**config.mk**
```make
export PLATFORM = sky130hd
export DESIGN_NAME = smol_decode_stage
export DESIGN_NICKNAME = d
export VERILOG_FILES = /design/src/rtl/smol_pkg.sv /design/src/rtl/smol_inst_decode.sv /design/src/rtl/smol_decode_stage.sv
export SDC_FILE = /design/constraint.sdc
export NUM_CORES = 1
export LEC_CHECK = 0
export CAP_MARGIN = 0
export CORE_MARGIN = 5
export CORE_UTILIZATION = 40
export CTS_CLUSTER_DIAMETER = 100
export CTS_CLUSTER_SIZE = 12
export DETAILED_ROUTE_END_ITERATION = 10
export DONT_BUFFER_PORTS = 1
export PLACE_DENSITY_LB_ADDON = 0.1
export SETUP_SLACK_MARGIN = 0.4
export SKIP_LAST_GASP = 1
export SLEW_MARGIN = 20
export SYNTH_ARGS = -nofsm -noshare
export SYNTH_HDL_FRONTEND = slang
export SYNTH_HIERARCHICAL = 1
export SYNTH_SLANG_ARGS = --single-unit
```
**constraint.sdc**
```tcl
create_clock -name clk -period 1.4 [get_ports clk]
set_clock_uncertainty 0.2 [all_clocks]
set_input_delay 0.21 -clock clk [delete_from_list [all_inputs] [get_ports clk]]
set_output_delay 0.21 -clock clk [all_outputs]
set_load 0.005 [all_outputs]
```
**src/rtl/smol_pkg.sv**
```systemverilog
// smol_pkg: shared definitions for the SmolCore decode stage.
//   - RV32I opcode / funct7 constants used by the decoder
//   - op_sel_e: ALU operation encoding (values 0..19)
//   - decode_bundle_t: everything the decode stage hands to execute,
//     except the valid flag
// Widths are fixed here. smol_decode_stage's PC_W / OP_W parameters
// default to these values and must stay equal to them.
package smol_pkg;

   localparam int SMOL_PC_W = 5;
   localparam int SMOL_OP_W = 5;

   localparam logic [6:0] OPC_OP     = 7'b0110011;
   localparam logic [6:0] OPC_OP_IMM = 7'b0010011;
   localparam logic [6:0] OPC_LUI    = 7'b0110111;
   localparam logic [6:0] OPC_AUIPC  = 7'b0010111;
   localparam logic [6:0] OPC_JAL    = 7'b1101111;
   localparam logic [6:0] OPC_JALR   = 7'b1100111;
   localparam logic [6:0] OPC_LOAD   = 7'b0000011;
   localparam logic [6:0] OPC_STORE  = 7'b0100011;
   localparam logic [6:0] OPC_BRANCH = 7'b1100011;

   localparam logic [6:0] F7_BASE = 7'b0000000;
   localparam logic [6:0] F7_ALT  = 7'b0100000;

   typedef enum logic [SMOL_OP_W-1:0] {
      OP_ADD   = 5'd0,
      OP_SUB   = 5'd1,
      OP_AND   = 5'd2,
      OP_OR    = 5'd3,
      OP_XOR   = 5'd4,
      OP_SRL   = 5'd5,
      OP_SLL   = 5'd6,
      OP_SLTU  = 5'd7,
      OP_LUI   = 5'd8,
      OP_AUIPC = 5'd9,
      OP_JUMP  = 5'd10,
      OP_SLT   = 5'd11,
      OP_SRA   = 5'd12,
      OP_MEM   = 5'd13,
      OP_BEQ   = 5'd14,
      OP_BNE   = 5'd15,
      OP_BLT   = 5'd16,
      OP_BGE   = 5'd17,
      OP_BLTU  = 5'd18,
      OP_BGEU  = 5'd19
   } op_sel_e;

   typedef struct packed {
      op_sel_e              op_sel;
      logic [4:0]           rs1_idx;
      logic [4:0]           rs2_idx;
      logic [4:0]           rd_idx;
      logic                 rd_we;
      logic [31:0]          imm;
      logic                 use_imm;
      logic                 is_load;
      logic                 is_store;
      logic                 is_branch;
      logic                 is_jump;
      logic                 illegal;
      logic [SMOL_PC_W-1:0] pc;
   } decode_bundle_t;

   function automatic logic [31:0] sext12(input logic [11:0] v);
      return {{20{v[11]}}, v};
   endfunction

endpackage

```
**src/rtl/smol_inst_decode.sv**
```systemverilog
// smol_inst_decode: purely combinational RV32I decoder.
// Ports:
//   instr  in  32               raw instruction word
//   bundle out decode_bundle_t  decoded fields (pc field left 0; the
//                               stage fills it from its own pc input)
// Register index fields are passed through raw for every format.
// Illegal encodings produce op_sel=ADD, rd_we=0, imm=0, use_imm=0, no
// class flags, illegal=1.
module smol_inst_decode
   import smol_pkg::*;
(
   input  logic [31:0]    instr,
   output decode_bundle_t bundle
);

   logic [6:0]  opcode;
   logic [2:0]  funct3;
   logic [6:0]  funct7;
   logic [31:0] imm_i, imm_s, imm_b, imm_u, imm_j;

   assign opcode = instr[6:0];
   assign funct3 = instr[14:12];
   assign funct7 = instr[31:25];

   assign imm_i = sext12(instr[31:20]);
   assign imm_s = sext12({instr[31:25], instr[11:7]});
   assign imm_b = {{19{instr[31]}}, instr[31], instr[7], instr[30:25], instr[11:8], 1'b0};
   assign imm_u = {instr[31:12], 12'b0};
   assign imm_j = {{11{instr[31]}}, instr[31], instr[19:12], instr[20], instr[30:21], 1'b0};

   op_sel_e     op;
   logic        legal;
   logic        is_imm;
   logic        f7_plain_ok;
   logic        rd_we;
   logic        use_imm;
   logic [31:0] imm;
   logic        is_load, is_store, is_branch, is_jump;

   // NOTE: every variable gets a default before the case so no path
   // leaves one unassigned, which would otherwise infer a latch.
   always_comb begin
      op          = OP_ADD;
      legal       = 1'b1;
      is_imm      = (opcode == OPC_OP_IMM);
      // OP-IMM ignores funct7 except for shifts; OP demands zero funct7
      // for every non-add/sub/shift operation.
      f7_plain_ok = is_imm || (funct7 == F7_BASE);
      rd_we       = 1'b0;
      use_imm     = 1'b0;
      imm         = '0;
      is_load     = 1'b0;
      is_store    = 1'b0;
      is_branch   = 1'b0;
      is_jump     = 1'b0;

      case (opcode)
         OPC_OP, OPC_OP_IMM: begin
            rd_we   = 1'b1;
            use_imm = is_imm;
            imm     = is_imm ? imm_i : '0;
            case (funct3)
               3'b000: begin
                  if (is_imm || funct7 == F7_BASE) op = OP_ADD;
                  else if (funct7 == F7_ALT)       op = OP_SUB;
                  else                             legal = 1'b0;
               end
               3'b001: begin
                  if (funct7 == F7_BASE) op = OP_SLL;
                  else                   legal = 1'b0;
               end
               3'b101: begin
                  if (funct7 == F7_BASE)     op = OP_SRL;
                  else if (funct7 == F7_ALT) op = OP_SRA;
                  else                       legal = 1'b0;
               end
               3'b111:  begin op = OP_AND;  legal = f7_plain_ok; end
               3'b110:  begin op = OP_OR;   legal = f7_plain_ok; end
               3'b100:  begin op = OP_XOR;  legal = f7_plain_ok; end
               3'b011:  begin op = OP_SLTU; legal = f7_plain_ok; end
               default: begin op = OP_SLT;  legal = f7_plain_ok; end
            endcase
         end
         OPC_LUI: begin
            op = OP_LUI;   rd_we = 1'b1; use_imm = 1'b1; imm = imm_u;
         end
         OPC_AUIPC: begin
            op = OP_AUIPC; rd_we = 1'b1; use_imm = 1'b1; imm = imm_u;
         end
         OPC_JAL: begin
            op = OP_JUMP;  rd_we = 1'b1; use_imm = 1'b1; imm = imm_j; is_jump = 1'b1;
         end
         OPC_JALR: begin
            op = OP_JUMP;  rd_we = 1'b1; use_imm = 1'b1; imm = imm_i; is_jump = 1'b1;
            legal = (funct3 == 3'b000);
         end
         OPC_LOAD: begin
            op = OP_MEM;   rd_we = 1'b1; use_imm = 1'b1; imm = imm_i; is_load = 1'b1;
         end
         OPC_STORE: begin
            op = OP_MEM;   use_imm = 1'b1; imm = imm_s; is_store = 1'b1;
         end
         OPC_BRANCH: begin
            imm       = imm_b;
            is_branch = 1'b1;
            case (funct3)
               3'b000:  op = OP_BEQ;
               3'b001:  op = OP_BNE;
               3'b100:  op = OP_BLT;
               3'b101:  op = OP_BGE;
               3'b110:  op = OP_BLTU;
               3'b111:  op = OP_BGEU;
               default: legal = 1'b0;
            endcase
         end
         default: legal = 1'b0;
      endcase

      bundle         = '0;
      bundle.rs1_idx = instr[19:15];
      bundle.rs2_idx = instr[24:20];
      bundle.rd_idx  = instr[11:7];
      bundle.illegal = !legal;
      if (legal) begin
         bundle.op_sel    = op;
         // Writes to x0 are architecturally discarded; drop them here.
         bundle.rd_we     = rd_we && (instr[11:7] != 5'd0);
         bundle.imm       = imm;
         bundle.use_imm   = use_imm;
         bundle.is_load   = is_load;
         bundle.is_store  = is_store;
         bundle.is_branch = is_branch;
         bundle.is_jump   = is_jump;
      end
   end

endmodule

```
**src/rtl/smol_decode_stage.sv**
```systemverilog
// smol_decode_stage: RV32I decode/issue stage in front of the SmolCore ALU.
// Accepts instr+pc on a valid/ready handshake, decodes through
// smol_inst_decode and holds the result in an output register (1-cycle
// latency, 1 instr/cycle, backpressure, synchronous flush).
// Ports:
//   clk, rst_n            clock, async active-low reset
//   flush                 kill held and in-flight instruction
//   in_valid/in_ready     fetch handshake; in_instr, in_pc payload
//   out_valid/out_ready   execute handshake
//   out_op_sel .. out_pc  decoded bundle fields
// Build option: define SMOL_DECODE_SKID_EN to add a one-entry skid buffer;
// in_ready is then a registered "skid empty" flag. Without it in_ready is
// combinational: !flush && (!out_valid || out_ready), and 0 in reset.
module smol_decode_stage
   import smol_pkg::*;
#(
   parameter int PC_W = SMOL_PC_W,
   parameter int OP_W = SMOL_OP_W
) (
   input  logic            clk,
   input  logic            rst_n,
   input  logic            flush,
   input  logic            in_valid,
   output logic            in_ready,
   input  logic [31:0]     in_instr,
   input  logic [PC_W-1:0] in_pc,
   output logic            out_valid,
   input  logic            out_ready,
   output logic [OP_W-1:0] out_op_sel,
   output logic [4:0]      out_rs1_idx,
   output logic [4:0]      out_rs2_idx,
   output logic [4:0]      out_rd_idx,
   output logic            out_rd_we,
   output logic [31:0]     out_imm,
   output logic            out_use_imm,
   output logic            out_is_load,
   output logic            out_is_store,
   output logic            out_is_branch,
   output logic            out_is_jump,
   output logic            out_illegal,
   output logic [PC_W-1:0] out_pc
);

   decode_bundle_t dec_raw, dec_bundle, out_q;
   logic           accept;

   smol_inst_decode u_dec (
      .instr  (in_instr),
      .bundle (dec_raw)
   );

   always_comb begin
      dec_bundle    = dec_raw;
      dec_bundle.pc = in_pc;
   end

`ifdef SMOL_DECODE_SKID_EN
   decode_bundle_t skid_q;
   logic           skid_valid;
   logic           ready_q;

   assign in_ready = ready_q;
   assign accept   = in_valid && ready_q && !flush;

   always_ff @(posedge clk or negedge rst_n) begin
      if (!rst_n) begin
         out_valid  <= 1'b0;
         out_q      <= '0;
         skid_valid <= 1'b0;
         skid_q     <= '0;
         ready_q    <= 1'b0;
      end else if (flush) begin
         out_valid  <= 1'b0;
         skid_valid <= 1'b0;
         ready_q    <= 1'b1;
      end else if (!out_valid || out_ready) begin
         // Output slot frees up: skid content goes first to keep order.
         // ready_q is low while the skid is full, so accept and a full
         // skid never coincide.
         ready_q <= 1'b1;
         if (skid_valid) begin
            out_q      <= skid_q;
            out_valid  <= 1'b1;
            skid_valid <= 1'b0;
         end else if (accept) begin
            out_q     <= dec_bundle;
            out_valid <= 1'b1;
         end else begin
            out_valid <= 1'b0;
         end
      end else if (accept) begin
         skid_q     <= dec_bundle;
         skid_valid <= 1'b1;
         ready_q    <= 1'b0;
      end
   end
`else
   // rst_n gates in_ready so fetch sees "not ready" for the whole reset.
   assign in_ready = rst_n && !flush && (!out_valid || out_ready);
   assign accept   = in_valid && in_ready;

   // NOTE: state updates use non-blocking assignments so every flop
   // samples pre-edge values regardless of statement order.
   // NOTE: the payload register is reset too, so outputs read all-zero
   // during and right after reset rather than stale data.
   always_ff @(posedge clk or negedge rst_n) begin
      if (!rst_n) begin
         out_valid <= 1'b0;
         out_q     <= '0;
      end else if (flush) begin
         out_valid <= 1'b0;
      end else if (accept) begin
         out_q     <= dec_bundle;
         out_valid <= 1'b1;
      end else if (out_ready) begin
         out_valid <= 1'b0;
      end
   end
`endif

   assign out_op_sel    = out_q.op_sel;
   assign out_rs1_idx   = out_q.rs1_idx;
   assign out_rs2_idx   = out_q.rs2_idx;
   assign out_rd_idx    = out_q.rd_idx;
   assign out_rd_we     = out_q.rd_we;
   assign out_imm       = out_q.imm;
   assign out_use_imm   = out_q.use_imm;
   assign out_is_load   = out_q.is_load;
   assign out_is_store  = out_q.is_store;
   assign out_is_branch = out_q.is_branch;
   assign out_is_jump   = out_q.is_jump;
   assign out_illegal   = out_q.illegal;
   assign out_pc        = out_q.pc;

endmodule

```
Word level (Yosys, flattened, before mapping)
Cells that the tools add are included.
Widths: inputs -> output; s select.
{ "totals": {"ff_bits": 65, "inputBits": 42, "out_inout_bits": 66, "elab_cells": 82} }
{ "op_classes": {"eq_ne": 16, "muxes": 28, "n_bitwise": 1, "reduce_logical": 23} }
{ "ops": {"columns": ["operator", "count"], "rows": [
  ["$pmux 32 s6", 1],
  ["$pmux 5 s6", 2],
  ["$mux 38", 1],
  ["$pmux 5 s7", 1],
  ["$mux 32", 1],
  ["$eq 7x6->1 const B", 4],
  ["$eq 7x7->1 const B", 3],
  ["$mux 5", 3],
  ["$eq 7x5->1 const B", 2],
  ["$mux 1", 14],
  ["$eq 3x3->1 const B", 4],
  ["$reduce_or 6->1", 2],
  ["$reduce_or 2->1", 5],
  ["$eq 7x2->1 const B", 1],
  ["$logic_not 7->1", 1],
  ["$reduce_or 7->1", 1],
  ["$reduce_bool 5->1", 1],
  ["$reduce_or 5->1", 1],
  ["$logic_and 1x1->1", 4],
  ["$mux 4", 1],
  ["$pmux 1 s4", 1],
  ["$eq 3x1->1 const B", 1],
  ["$eq 3x2->1 const B", 1],
  ["$logic_not 1->1", 3],
  ["other kinds (8)", 9]
]} }

Depth between registers and ports, before layout
{ "depth": {"ltp_word": 6, "mapped_depth": 10, "ltp_nobuf": 6} }

By module
Netlist, hierarchy kept.
{ "modules_own_cells": {"columns": ["mod", "instances", "cells_per_inst", "area_each_um2"], "rows": [
  ["smol_decode_stage", 1, 140, 2635.0],
  ["smol_inst_decode", 1, 183, 1062.3]
]} }

Least setup slack after synthesis
OpenSTA, ideal clock, no wires.
{ "synth_timing": {"path_kind": "input to register", "start": "input port in_instr[6]", "end": "register out_q, in the netlist out_imm[3]", "setup_ps": 125, "arrival_ps": 1874, "setup_slack_ps": -799, "stages": 10, "path_buffers": 4, "path_cell_list": "buf_4 > and3b_1 > buf_2 > and3_4 > a21boi_4 > a2111oi_4 > buf_6 > buf_6 > nor2_1 > mux2_4"} }
{ "synth_lines": {"columns": ["element", "line_no", "rtl"], "rows": [
  ["start, declared", "smol_decode_stage.sv:25", "input logic [31:0] in_instr,"],
  ["end signal, assigned", "smol_decode_stage.sv:113", "out_q <= dec_bundle;"],
  ["end, declared", "smol_decode_stage.sv:44", "decode_bundle_t dec_raw, dec_bundle, out_q;"]
]} }

==> impl_metrics.tcl <==
set metrics [dict create \
    crit_family "compound AO/OA/AOI/OAI gates" \
    die_w_um 106 \
    dieHeight_um 106 \
    vias 2638 \
    synth_warnings 6 \
    initial_core_util_pct 41.5 \
    vias_per_cell 5.38 \
    coreArea_um2 8810 \
    ir_worst_vdd_uv 426 \
    syn_avg_cell_area_um2 11.5 \
    period_needed_ns 1.80 \
    clock_path_buffers 2 \
    grt_pass1_wl_um 15400 \
    violations "hold timing, setup timing" \
    nets 425 \
    startpoint_type "input pin" \
    gp_congestion 0.861 \
    grt_overflow_total 0 \
    dr.pass1.iters 5 \
    totalPowerFinal_w 0.00404 \
    syn-num-nets 363 \
    worstPathCellList "and3b_2 -> and3_4 -> a21boi_4 -> a2111oi_4 -> buf_4 -> buf_12 -> buf_12 -> a31oi_1 -> mux2_4" \
    cp_data_required_time_ns 1.42 \
    num_io_pins 108 \
    crit_fanout 5 \
    drtAntennaViolNets 0 \
    clock.fmax_mhz 555 \
    n_antenna_cell 0 \
    synthToLayoutAreaGrowth_pct 30.9 \
    slowest_stage "a2111oi_4" \
    die_area_um2 11200 \
    fin_hold_ws_ns -0.636 \
    hold_viol 72 \
    drc 0 \
    clock-sinks 65 \
    syn_inst 317 \
    place_ws_ns -0.692 \
    grt_pass1_vias 2629 \
    setup_viol 65 \
    grt_max_degree 68 \
    worst_slack_ns -0.402 \
    relSlewSlack_pct 75.0 \
    final_max_slew_viol_count 0 \
    antenna_found_initial 0 \
    synth_area_um2 3660 \
    cts-root-buf "clkbuf_8" \
    finalCritPeriodShare_pct 129 \
    fin_cells 490 \
    drive_above_1_share_pct 45.3 \
    tightest_slew_ns 0.373 \
    slowest_delay_ns 0.32 \
    clkSlewWorstSetupHoldPaths_ns 0.08 \
    drt-total-wl_um 10400 \
    place_hpwl_um 6730 \
    path_class "input pin to register" \
    htreeDepth 3 \
    wl_per_cell_um 21.2 \
    path_buf_inv 3 \
    fp-row-count 34 \
    hold_class "input pin to asynchronous set/reset pin" \
    p_leak_nw 2.23 \
    cpMostUsedCell "buf_12" \
    cts_tree "yes" \
    dp_cells 438 \
    layout.core_utilization_pct 54.4 \
    clk_latency_ns 0.34 \
    status "complete, but fails checks" \
    endpoint_kind "register" \
    maxCapViolCount 0 \
    dr.first_iter.drc_count 167 \
    cp_data_arrival_time_ns 1.82 \
    grt_setup_unrepaired "yes" \
    io_buffers 0 \
    cts_buffers 9 \
    pwr_density_cell_nw_per_um2 845 \
    grt_usage_pct 17.7 \
]
[what timing repair did]
item,in CTS,in global routing
buffers inserted,6,4
hold buffers,15,6
gates resized for setup,9,32
cloned,2,5
pin swaps,2,8
endpoints found under the hold margin,98,77
setup endpoints to repair,131,131
[final cells by class]
type	instances	area (um^2)
clock buffer	11	151
clock inverter	3	17.5
timing repair buffer	87	950
inverter	3	13.8
tap	108	135
sequential	65	1630
fill	744	4020
multi-input combinational	213	1890
[stage by stage]
step,hold slack [ns],instance area [um^2],TNS (ns)
6_report,-0.636,4790,-19.71
5_1_grt,-0.661,4790,-22.91
4_1_cts,-0.657,4450,-15.12
3_5_place_dp,-0.284,3980,-28.99
3_3_place_gp,-0.284,3980,-27.80
2_1_floorplan,-0.286,3690,-30.60
[flip-flops by register name, indices dropped and copies added, names as in the netlist]
register / cells
out_rd_we: 1
out_op_sel: 5
out_imm: 32
out_illegal: 1
out_is_load: 1
out_is_branch: 1
out_is_store: 1
out_valid: 1
out_use_imm: 1
out_rd_idx: 5
out_pc: 5
out_is_jump: 1
out_rs2_idx: 5
out_rs1_idx: 5
[power by group]
part           switching, W  internal [W]
Sequential         0.000100       0.00201
Combinational      0.000177      0.000346
Clock              0.000701      0.000714
[routing by layer]
layer / vias to the layer above / track usage [%] / wire length [um] / part of all wire [%]
met4: 0 / 5.37 / 123 / 1.2
met3: 12 / 6.42 / 883 / 8.5
met5: - / 0 / 0 / 0
met1: 1291 / 24.6 / 4720 / 45
li1: 1231 / - / - / -
met2: 104 / 25.9 / 4680 / 45
[final timing paths]
path / startpoint / endpoint / slack, ns / cells past startpoint
max in group asynchronous: rst_n / out_illegal / 1.52 / 0
worst max-delay path: in_instr[0] / out_op_sel[3] / -0.40 / 9
min in group clk: in_instr[27] / out_imm[7] / -0.03 / 3
worst min register to register: out_pc[3] / out_pc[3] / 0.34 / 1
worst min-delay path: rst_n / out_is_store / -0.64 / 0
worst max register to register: out_valid / out_imm[3] / -0.25 / 5
[placed cells by master, fill, tap and decap left out, types with 5 or more instances in the layout]
cell type       n
a21oi_1        13
buf_12          8
nand2_1        34
buf_6           7
dlygate4sd3_1  21
dfrtp_1        65
buf_4          44
nor2_1         17
a22oi_1         5
a31oi_1         6
clkbuf_8       11
mux2_2         13
a21oi_2         5
mux2_4         51
nand3_1         7
Note: power is estimated with default switching activity, not from simulation.
